[src/rtl/kf8237_transfer_sequencer_pkg.sv]
// Shared KF8237 definitions: sequencer state encoding and channel helpers.
package KF8237_Common_Package;

  typedef logic [2:0] state_t;

  localparam state_t SI    = 3'd0;
  localparam state_t S0    = 3'd1;
  localparam state_t S1    = 3'd2;
  localparam state_t S2    = 3'd3;
  localparam state_t S3    = 3'd4;
  localparam state_t S4    = 3'd5;
  localparam state_t SINIT = 3'd6;

  // One-hot channel select to channel number; zero maps to channel 0.
  function automatic logic [1:0] bit2num(input logic [3:0] onehot);
    logic [1:0] n;
    n = 2'd0;
    case (onehot)
      4'b0010: n = 2'd1;
      4'b0100: n = 2'd2;
      4'b1000: n = 2'd3;
      default: n = 2'd0;
    endcase
    return n;
  endfunction

endpackage

[src/rtl/kf8237_transfer_sequencer_priority_resolver.sv]
// Four-channel request arbiter with fixed or rotating priority.
module kf8237_priority_resolver
  import KF8237_Common_Package::*;
(
  input  logic       clock,
  input  logic       reset,
  input  logic [3:0] request_i,
  input  logic       rotating_priority_i,
  input  logic       complete_i,
  input  logic [3:0] complete_select_i,
  output logic [3:0] grant_o
);

  // Channel number currently holding the highest priority.
  logic [1:0] ptr_q, ptr_d;

  // After a completed transfer in rotating mode, the channel just served
  // becomes lowest and the next one up becomes highest.
  always_comb begin
    ptr_d = ptr_q;
    if (complete_i && rotating_priority_i)
      ptr_d = bit2num(complete_select_i) + 2'd1;
  end

  // Pointer register; shares the falling edge with the rest of the block.
  always_ff @(negedge clock) begin
    if (reset) ptr_q <= 2'd0;
    else       ptr_q <= ptr_d;
  end

  // Scan channels starting from the highest-priority one; first hit wins.
  always_comb begin
    logic [1:0] base;
    logic [1:0] idx;
    logic       found;
    grant_o = 4'b0000;
    found   = 1'b0;
    base    = rotating_priority_i ? ptr_q : 2'd0;
    for (int i = 0; i < 4; i++) begin
      idx = base + 2'(i);
      if (!found && request_i[idx]) begin
        grant_o[idx] = 1'b1;
        found        = 1'b1;
      end
    end
  end

endmodule

[src/rtl/kf8237_transfer_sequencer.sv]
// KF8237 single-transfer sequencer: state machine, channel latch, TC status
// and output decode around the priority resolver.
module kf8237_transfer_sequencer
  import KF8237_Common_Package::*;
(
  input  logic       clock,
  input  logic       reset,
  input  logic       master_clear,
  input  logic [3:0] dma_request,
  input  logic [3:0] software_request,
  input  logic [3:0] request_mask,
  input  logic       rotating_priority,
  input  logic       controller_disable,
  input  logic [3:0] autoinitialize_config,
  input  logic       hold_acknowledge,
  input  logic       underflow,
  input  logic       read_status,
  output logic       hold_request,
  output logic [3:0] dma_acknowledge,
  output logic [3:0] transfer_register_select,
  output logic       address_enable,
  output logic       address_strobe,
  output logic       next_word,
  output logic       initialize_current_register,
  output logic       end_of_process,
  output logic [3:0] terminal_count_status,
  output logic [3:0] mask_set_on_tc
);

  state_t     state_q, state_d;
  logic [3:0] chan_q, chan_d;
  logic [3:0] tc_q, tc_d;
  logic [3:0] eff_req, grant;
  logic       clr, any_req, in_s4, tc_hit, auto_init;

  assign clr       = reset | master_clear;
  assign eff_req   = (dma_request & ~request_mask) | software_request;
  assign any_req   = |eff_req;
  assign in_s4     = (state_q == S4);
  assign tc_hit    = in_s4 & underflow;
  assign auto_init = |(chan_q & autoinitialize_config);

  kf8237_priority_resolver u_prio (
    .clock              (clock),
    .reset              (clr),
    .request_i          (eff_req),
    .rotating_priority_i(rotating_priority),
    .complete_i         (in_s4),
    .complete_select_i  (chan_q),
    .grant_o            (grant)
  );

  // Next-state logic; the channel is latched only when HLDA ends S0.
  always_comb begin
    state_d = state_q;
    chan_d  = chan_q;
    case (state_q)
      SI: if (any_req && !controller_disable) state_d = S0;
      S0: begin
        if (!any_req) state_d = SI;
        else if (hold_acknowledge) begin
          state_d = S1;
          chan_d  = grant;
        end
      end
      S1: state_d = S2;
      S2: state_d = S3;
      S3: state_d = S4;
      S4: state_d = (underflow && auto_init) ? SINIT : SI;
      default: state_d = SI;
    endcase
    if (state_d == SI) chan_d = 4'b0000;
  end

  // Read-status clears the sticky bits, but a simultaneous TC still lands.
  always_comb begin
    tc_d = read_status ? 4'b0000 : tc_q;
    if (tc_hit) tc_d = tc_d | chan_q;
  end

  // State, channel latch and TC registers; clear aborts without EOP.
  always_ff @(negedge clock) begin
    if (clr) begin
      state_q <= SI;
      chan_q  <= 4'b0000;
      tc_q    <= 4'b0000;
    end else begin
      state_q <= state_d;
      chan_q  <= chan_d;
      tc_q    <= tc_d;
    end
  end

  assign hold_request                = (state_q != SI);
  assign transfer_register_select    = (state_q >= S1) ? chan_q : 4'b0000;
  assign dma_acknowledge             = (state_q >= S2 && state_q <= S4) ? chan_q : 4'b0000;
  assign address_enable              = (state_q >= S1 && state_q <= S4);
  assign address_strobe              = (state_q == S1);
  assign next_word                   = in_s4;
  assign initialize_current_register = (state_q == SINIT);
  assign end_of_process              = tc_hit;
  assign terminal_count_status       = tc_q;
  assign mask_set_on_tc              = (tc_hit && !auto_init) ? chan_q : 4'b0000;

endmodule

[config.mk]
export PLATFORM = sky130hd
export DESIGN_NAME = kf8237_transfer_sequencer
export DESIGN_NICKNAME = d
export VERILOG_FILES = /design/src/rtl/kf8237_transfer_sequencer_pkg.sv /design/src/rtl/kf8237_transfer_sequencer_priority_resolver.sv /design/src/rtl/kf8237_transfer_sequencer.sv
export SDC_FILE = /design/constraint.sdc
export NUM_CORES = 1
export LEC_CHECK = 0
export CORE_ASPECT_RATIO = 1.25
export CORE_UTILIZATION = 45
export CTS_CLUSTER_DIAMETER = 60
export DETAILED_ROUTE_END_ITERATION = 10
export PLACE_DENSITY = 0.86
export SLEW_MARGIN = 30
export SYNTH_ARGS = -nofsm -noshare
export SYNTH_HDL_FRONTEND = slang
export SYNTH_SLANG_ARGS = --single-unit
[constraint.sdc]
create_clock -name clock -period 3.8 [get_ports clock]
set_input_delay 0.38 -clock clock [delete_from_list [all_inputs] [get_ports clock]]
set_output_delay 0.38 -clock clock [all_outputs]
set_load 0.05 [all_outputs]
==> out/qor.txt, run 1 <==
syn_nets = 188
Root Driver = clkbuf_4
DR pass1 iterations = 4
site row count = 20
Residual DRC = 0
Filler Cell Count = 105
Syn. warnings = 0
Initial Utilization = 49.25%
Max-Cap Viols = 0
count leader, synth = nor2_1
Fin Setup TNS = -0.1788 ns
Nets = 267
Die X = 48.81 µm
Synth cell types = 35
arrival time at the worst endpoint = 2.32 ns
GRT Overall Usage = 30.49%
CORE AREA = 2502 µm²
hold crit path type = register to register
Rel. slew slack = 65.83%
total gr overflow = 0
Fin Hold WS = 0.5759 ns
drt wl/cell = 19.74 µm
number of synthesized flops with an enable pin = 0
buffers added on ports = 45
Startpoint Class = input pin
Seq cells post-synth = 13
TritonCTS clock tree = built
largest family of logic cells by synthesized area = simple AND/OR/NAND/NOR gates
crit path cell chain = clkdlybuf4s50_1 -> or3_4 -> a211o_1 -> nand3_1 -> nor3_1 -> buf_4 -> o21ai_0 -> o311a_1
max incr delay on CP = 0.45 ns
Hold Vio Cnt, Final = 0
Die H = 60.51 µm
initial DRC count = 108
vias in the first global route = 1,579
Vias = 1,622
gpl congestion = 0.8976
P&R area growth vs syn = 84.47%
kind of critical path = input pin to register
Clk Latency, worst-skew pair = 0.37 ns
CTS Buf Count = 3
Clock Skews = 0.02869 ns
WHS Path Cells = 2
PD cells = 168.1 nW/µm²
Post-synth top cells = nor2_1 (20), dfxtp_1 (13), a21oi_1 (10), ha_1 (10), inv_1 (9)
mean area per synthesized cell = 8.003 µm²
synthesized area = 1232 µm²
LEAKAGE = 0.9900 nW
total power = 0.0003822 W
final-report max-slew violation count = 0
cell count after synthesis = 154
pre-CTS worst setup slack = -0.7058 ns
Post-synth ARST share = 0%
endpoints failing setup = 5
Longest Clk Path Bufs = 2
Post-Route WL = 5230 µm
Synth top area share = 21.12%
Final HPWL DP = 2991 µm
Synth Area in Adders = 10.15%
antenna viol nets, final = 0
H-tree depth = 1
DR vias/cell = 6.121
Synth Area in Compound Gates = 14.42%
largest net degree at the start of global routing = 11
largest cells by area after synthesis = dfxtp_1 (21%), ha_1 (10%), nor2_1 (6.1%)
CP max-delay cell = clkdlybuf4s50_1
Final WS setup = -0.1432 ns
# clock sinks = 13
Data required, critical path = 2.18 ns
area of the die = 2953 µm²
initial antenna violation count = 0
Peak VDD IR = 148.1 µV
non-filler cells, final = 265
setup repair after global routing missed its margin = true
post-synthesis xor/xnor area fraction = 2.132%
ANT cells = 0
Synth area leader = dfxtp_1
post-synthesis mux area share = 10.56%
I/O pin count = 46
failing checks = setup timing
layout cells sized above 1 = 39.66%
CP endpoint kind = register
CTS clk-pin slew, worst paths = 0.06 ns
Top FF cell, synth = dfxtp_1
Synth Area in Simple Gates = 36.04%
Crit Path Max Fanout = 4
sequential area share after synthesis = 21.12%
Least-Margin Pin Slew = 0.5117 ns
status = finished, violations left
# placed instances = 242
first-pass GRT wire length = 6872 µm
Reg2Reg Depth = 8
[flip-flops by register name (all words and copies together) (netlist names)]
register	flops
u_prio.ptr_q	2
state_q	3
terminal_count_status	4
chan_q	4
[stage by stage]
stage | area, µm² | util (%)
final | 2273 | 90.85
after detailed placement | 2012 | 80.40
after global routing | 2273 | 90.85
after CTS | 2132 | 85.20
after global placement | 2012 | 80.40
after floorplan | 1260 | -
[layout by cell type (no fill, tap or decap), drive strengths merged, types with 4 or more instances in the layout]
cell type / count
a21oi: 10
a31oi: 5
and2: 9
and3: 6
buf: 43
clkdlybuf4s15: 6
clkdlybuf4s50: 12
dfxtp: 13
dlygate4sd2: 6
ha: 10
inv: 22
mux4: 5
nand2: 6
nand3: 8
nor2: 20
nor2b: 9
nor3: 6
o21ai: 6
o311a: 4
or2: 6
[logic make-up (layout without fill, tap and decap cells)]
family	after synthesis	count (layout)
AOI/OAI and AO/OA	28	28
xor gates and xnor gates	3	3
adders and majority gates	10	10
buffers and inverters	16	94
DFF	13	13
muxes	6	6
and+or+nand+nor	78	78
[layout make-up]
type	instances	area [µm²]	share of cell area (%)
Inverter	8	32.53	1.431
Tap cell	33	41.29	1.816
Multi-Input combinational cell	125	1051	46.23
Sequential cell	13	275.3	12.11
Clock inverter	14	52.55	2.312
Clock buffer	3	22.52	0.9906
Timing Repair Buffer	69	798.3	35.11
[power breakdown]
group | total [W] | internal (W) | switching (W)
Clock | 0.000154 | 0.0000563 | 0.0000975
Combinational | 0.0000889 | 0.0000467 | 0.0000422
Sequential | 0.000140 | 0.000136 | 0.00000307
[final timing paths]
path | startpoint | to | slack [ns]
worst max-delay path | master_clear | chan_q[3]$_SDFFE_NP0P_ | -0.14
worst min-delay path | u_prio.ptr_q[0]$_SDFFE_NP0P_ | u_prio.ptr_q[0]$_SDFFE_NP0P_ | 0.58
worst max register to register | state_q[1]$_SDFF_NP0_ | chan_q[3]$_SDFFE_NP0P_ | 1.62
worst min register to register | u_prio.ptr_q[0]$_SDFFE_NP0P_ | u_prio.ptr_q[0]$_SDFFE_NP0P_ | 0.58
[routing by layer]
metal | up-vias | GRT usage, % | wire [µm]
met2 | 113 | 64.68 | 2750
met5 | - | 0 | 0
met3 | 36 | 6.266 | 330
li1 | 706 | - | -
met4 | 0 | 13.87 | 272
met1 | 767 | 27.76 | 1877
[worst max-delay path: cells and delay by family]
family | cells | cell delay, ns
AO/OA/AOI/OAI | 3 | 0.78
AND/OR/NAND/NOR | 3 | 0.55
buffers and inverters | 2 | 0.61
[timing repair]
item | in CTS | in global routing
hold buffers | 0 | 0
setup buffers | 2 | 5
pin swaps | 11 | 13
resized for setup | 42 | 30
endpoints found under the setup margin | 19 | 18
No activity file was read; power rests on OpenSTA's default activity.
==> run 2, diff against run 1 <==
- ABC_CLOCK_PERIOD_IN_PS: unset -> 3800
- CTS_CLUSTER_DIAMETER: 60 -> 150
==> results of run 2 <==
Final layout, timing and power as in run 1 (identical DEF).
==> run 3, diff against run 2 <==
- PLACE_DENSITY: 0.86 -> unset
- PLACE_DENSITY_LB_ADDON: unset -> 0.15
==> run 3 against run 2 <==
Effect of this change:
- the run still ends with setup timing left
- first-iteration DRC count grew 71%
- combinational power grew 6.5%
- wire length increased by 9.6%
- sequential power is essentially flat
- sequential share of layout area is 0.38 points lower
- global-route usage increased by 0.35 points
- die area did not move
- via count increased by 8.1%
- clock skew rose by 0.012 ns
- clock power is 7% higher
- worst setup slack improved by 0.091 ns
- critical path depth decreased by 4
- largest cell class unchanged
==> out/qor.txt, run 3 (synthesis results as in run 1) <==
largest net degree at the start of global routing = 11 (unchanged)
# clock sinks = 13 (unchanged)
non-filler cells, final = 275 (+3.8%)
Least-Margin Pin Slew = 0.5167 ns (+0.005034 ns)
CP delay by family, top = simple AND/OR/NAND/NOR gates
crit path cell chain = and4b_1 -> buf_6 -> and3_4 -> buf_12
failing checks = setup timing
initial antenna violation count = 0 (unchanged)
Data required, critical path = 3.42 ns (+1.24 ns)
Hold Crit Start = u_prio.ptr_q[0]$_SDFFE_NP0P_
TritonCTS clock tree = built
drt wl/cell = 20.84 µm (+5.6%)
Crit Path Max Fanout = 7 (+3)
arrival time at the worst endpoint = 3.47 ns (+1.15 ns)
Longest Clk Path Bufs = 2 (unchanged)
CTS clk-pin slew, worst paths = 0.08 ns (+0.02 ns)
Rel. slew slack = 65.50% (-0.34 points)
Root Driver = clkbuf_4
CP endpoint kind = output port
gpl congestion = 0.8114 (-9.6%)
Post-Route WL = 5730 µm (+9.6%)
final core utilization = 92.05% (+1.2 points)
CP bufs+invs = 2 (unchanged)
hold crit path type = register to register
Die X = 48.81 µm (unchanged)
commonest non-fill, non-tap cell in the layout = buf_4
most frequent cells in the layout = buf_4 (34), inv_1 (21), buf_12 (17)
ANT cells = 0 (unchanged)
CP max-delay cell = dfxtp_4
DR vias/cell = 6.378 (+4.2%)
Startpoint Class = register
r2r startpoint = state_q[1]$_SDFF_NP0_
Hold Vio Cnt, Final = 0 (unchanged)
layout cells sized above 1 = 46.28% (+6.6 points)
sw frac = 39.32% (+2.0 points)
site row count = 20 (unchanged)
Nets = 277 (+3.7%)
CORE AREA = 2502 µm² (unchanged)
kind of critical path = register to output port
Clk pwr share = 41.5% (+1.3 points)
area of the multi-input gates = 1050 µm² (-0.12%)
Die H = 60.51 µm (unchanged)
DR pass1 iterations = 5 (+1)
Final WS setup = -0.05240 ns (+0.09082 ns)
# placed instances = 246 (+1.7%)
Vias = 1,754 (+8.1%)
buffers added on ports = 45 (unchanged)
Final HPWL DP = 2996 µm (+0.17%)
Reg2Reg Depth = 8 (unchanged)
Max-Cap Viols = 0 (unchanged)
total gr overflow = 0 (unchanged)
H-tree depth = 1 (unchanged)
Clk Latency, worst-skew pair = 0.39 ns (+0.02 ns)
Peak VDD IR = 218.7 µV (+48%)
PD cells = 173.0 nW/µm² (+2.9%)
antenna viol nets, final = 0 (unchanged)
CTS Buf Count = 3 (unchanged)
endpoints failing setup = 10 (+5)
initial DRC count = 185 (+71%)
hold buffer count at cts = 0 (unchanged)
Switch Pwr = 0.0001567 W (+9.7%)
max incr delay on CP = 0.39 ns (-0.06 ns)
internal power = 0.0002419 W (+1.0%)
Reg2Reg Setup Slack = 1.67 ns (+0.05 ns)
Initial Utilization = 49.25% (unchanged)
Filler Cell Count = 90 (-14%)
r2r endpoint = chan_q[3]$_SDFFE_NP0P_
Residual DRC = 0 (unchanged)
P&R area growth vs syn = 86.90%
first-pass GRT wire length = 7003 µm (+1.9%)
GRT Overall Usage = 30.84% (+0.35 points)
Fin Hold WS = 0.5275 ns (-0.04839 ns)
status = finished, violations left
register area = 270.3 µm² (-1.8%)
vias in the first global route = 1,539 (-2.5%)
Comb power frac = 23.8% (+0.5 points)
WHS Path Cells = 2 (unchanged)
area of the die = 2953 µm² (unchanged)
setup repair after global routing missed its margin = true
final-report max-slew violation count = 0 (unchanged)
Clock Skews = 0.04020 ns (+0.01151 ns)
I/O pin count = 46 (unchanged)
LEAKAGE = 1.037 nW (+4.7%)
Endpoint, Worst Hold = u_prio.ptr_q[0]$_SDFFE_NP0P_
Seq pwr share = 34.8% (-1.7 points)
==> run 3: cell count changes in the layout (fill, tap and decap cells not counted), moves of 2 or more <==
| cell | delta |
|---|---|
| buf_4 | +11 |
| clkbuf_2 | +10 |
| dlygate4sd2_1 | -6 |
| clkdlybuf4s15_1 | -5 |
| and2_1 | -2 |
| and2_4 | +2 |
| dfxtp_1 | +2 |
| o21ai_1 | -2 |
| o21ai_2 | +2 |
==> run 3: timing repair <==
action / CTS / global route
buffers inserted: 5 / 9
setup endpoints to repair: 17 / 18
pin swaps: 11 / 16
cloned: 0 / 0
resized for setup: 45 / 45
==> run 3: routing by layer <==
| layer | share of wire, % | global-route usage [%] |
|---|---|---|
| met5 | 0 | 0 |
| met3 | 8.6 | 4.261 |
| met1 | 33 | 30.91 |
| met4 | 7.1 | 13.03 |
| met2 | 51 | 63.89 |
==> run 3: worst max path at each step <==
stage	startpoint	endpoint	slack [ns]	cells after the start
3_3_place_gp	rotating_priority	chan_q[1]$_SDFFE_NP0P_	-0.58	7
6_report	state_q[1]$_SDFF_NP0_	mask_set_on_tc[0]	-0.05	4
3_5_place_dp	rotating_priority	chan_q[1]$_SDFFE_NP0P_	-0.67	7
4_1_cts	dma_request[0]	chan_q[2]$_SDFFE_NP0P_	-0.03	7
5_1_grt	chan_q[0]$_SDFFE_NP0P_	mask_set_on_tc[1]	-0.08	4
2_1_floorplan	state_q[2]$_SDFF_NP0_	transfer_register_select[0]	-0.10	4
==> run 3: worst register-to-register path, cell delays in order (launching register included) <==
cell     delay (ns)
dfxtp_4        0.39
ha_2           0.23
or3_4          0.42
a211o_1        0.29
nand3_1        0.09
nor3_1         0.05
buf_4          0.16
o21ai_1        0.21
o311a_1        0.20
==> run 3: final cells by class <==
type                            instances  area share (%)
Timing Repair Buffer                   79           36.23
Tap cell                               33           1.793
Multi-Input combinational cell        125           45.57
Clock inverter                         14           2.281
Clock buffer                            3          0.9777
Inverter                                8           1.412
Sequential cell                        13           11.73
==> run 3: power by group through the flow <==
| stage | clock, W | combinational (W) | sequential (W) |
|---|---|---|---|
| 2_1_floorplan | 0.0000226 | 0.0000376 | 0.000142 |
| 3_3_place_gp | 0.0000226 | 0.0000799 | 0.000142 |
| 3_5_place_dp | 0.0000226 | 0.0000830 | 0.000142 |
| 4_1_cts | 0.000143 | 0.0000820 | 0.000139 |
| 5_1_grt | 0.000178 | 0.0000984 | 0.000138 |
| 6_report | 0.000165 | 0.0000947 | 0.000139 |
==> run 3: per-stage QoR <==
step	setup TNS, ns	cell area (µm²)	total power, W	worst slack, ns
6_report	-0.3033	2303	0.0003986	-0.05240
5_1_grt	-0.6903	2303	0.0004146	-0.07697
4_1_cts	-0.02700	2198	0.0003634	-0.02700
3_5_place_dp	-2.584	2042	0.0002476	-0.6677
3_3_place_gp	-2.329	2042	0.0002443	-0.5827
2_1_floorplan	-0.8246	1260	0.0002018	-0.1024
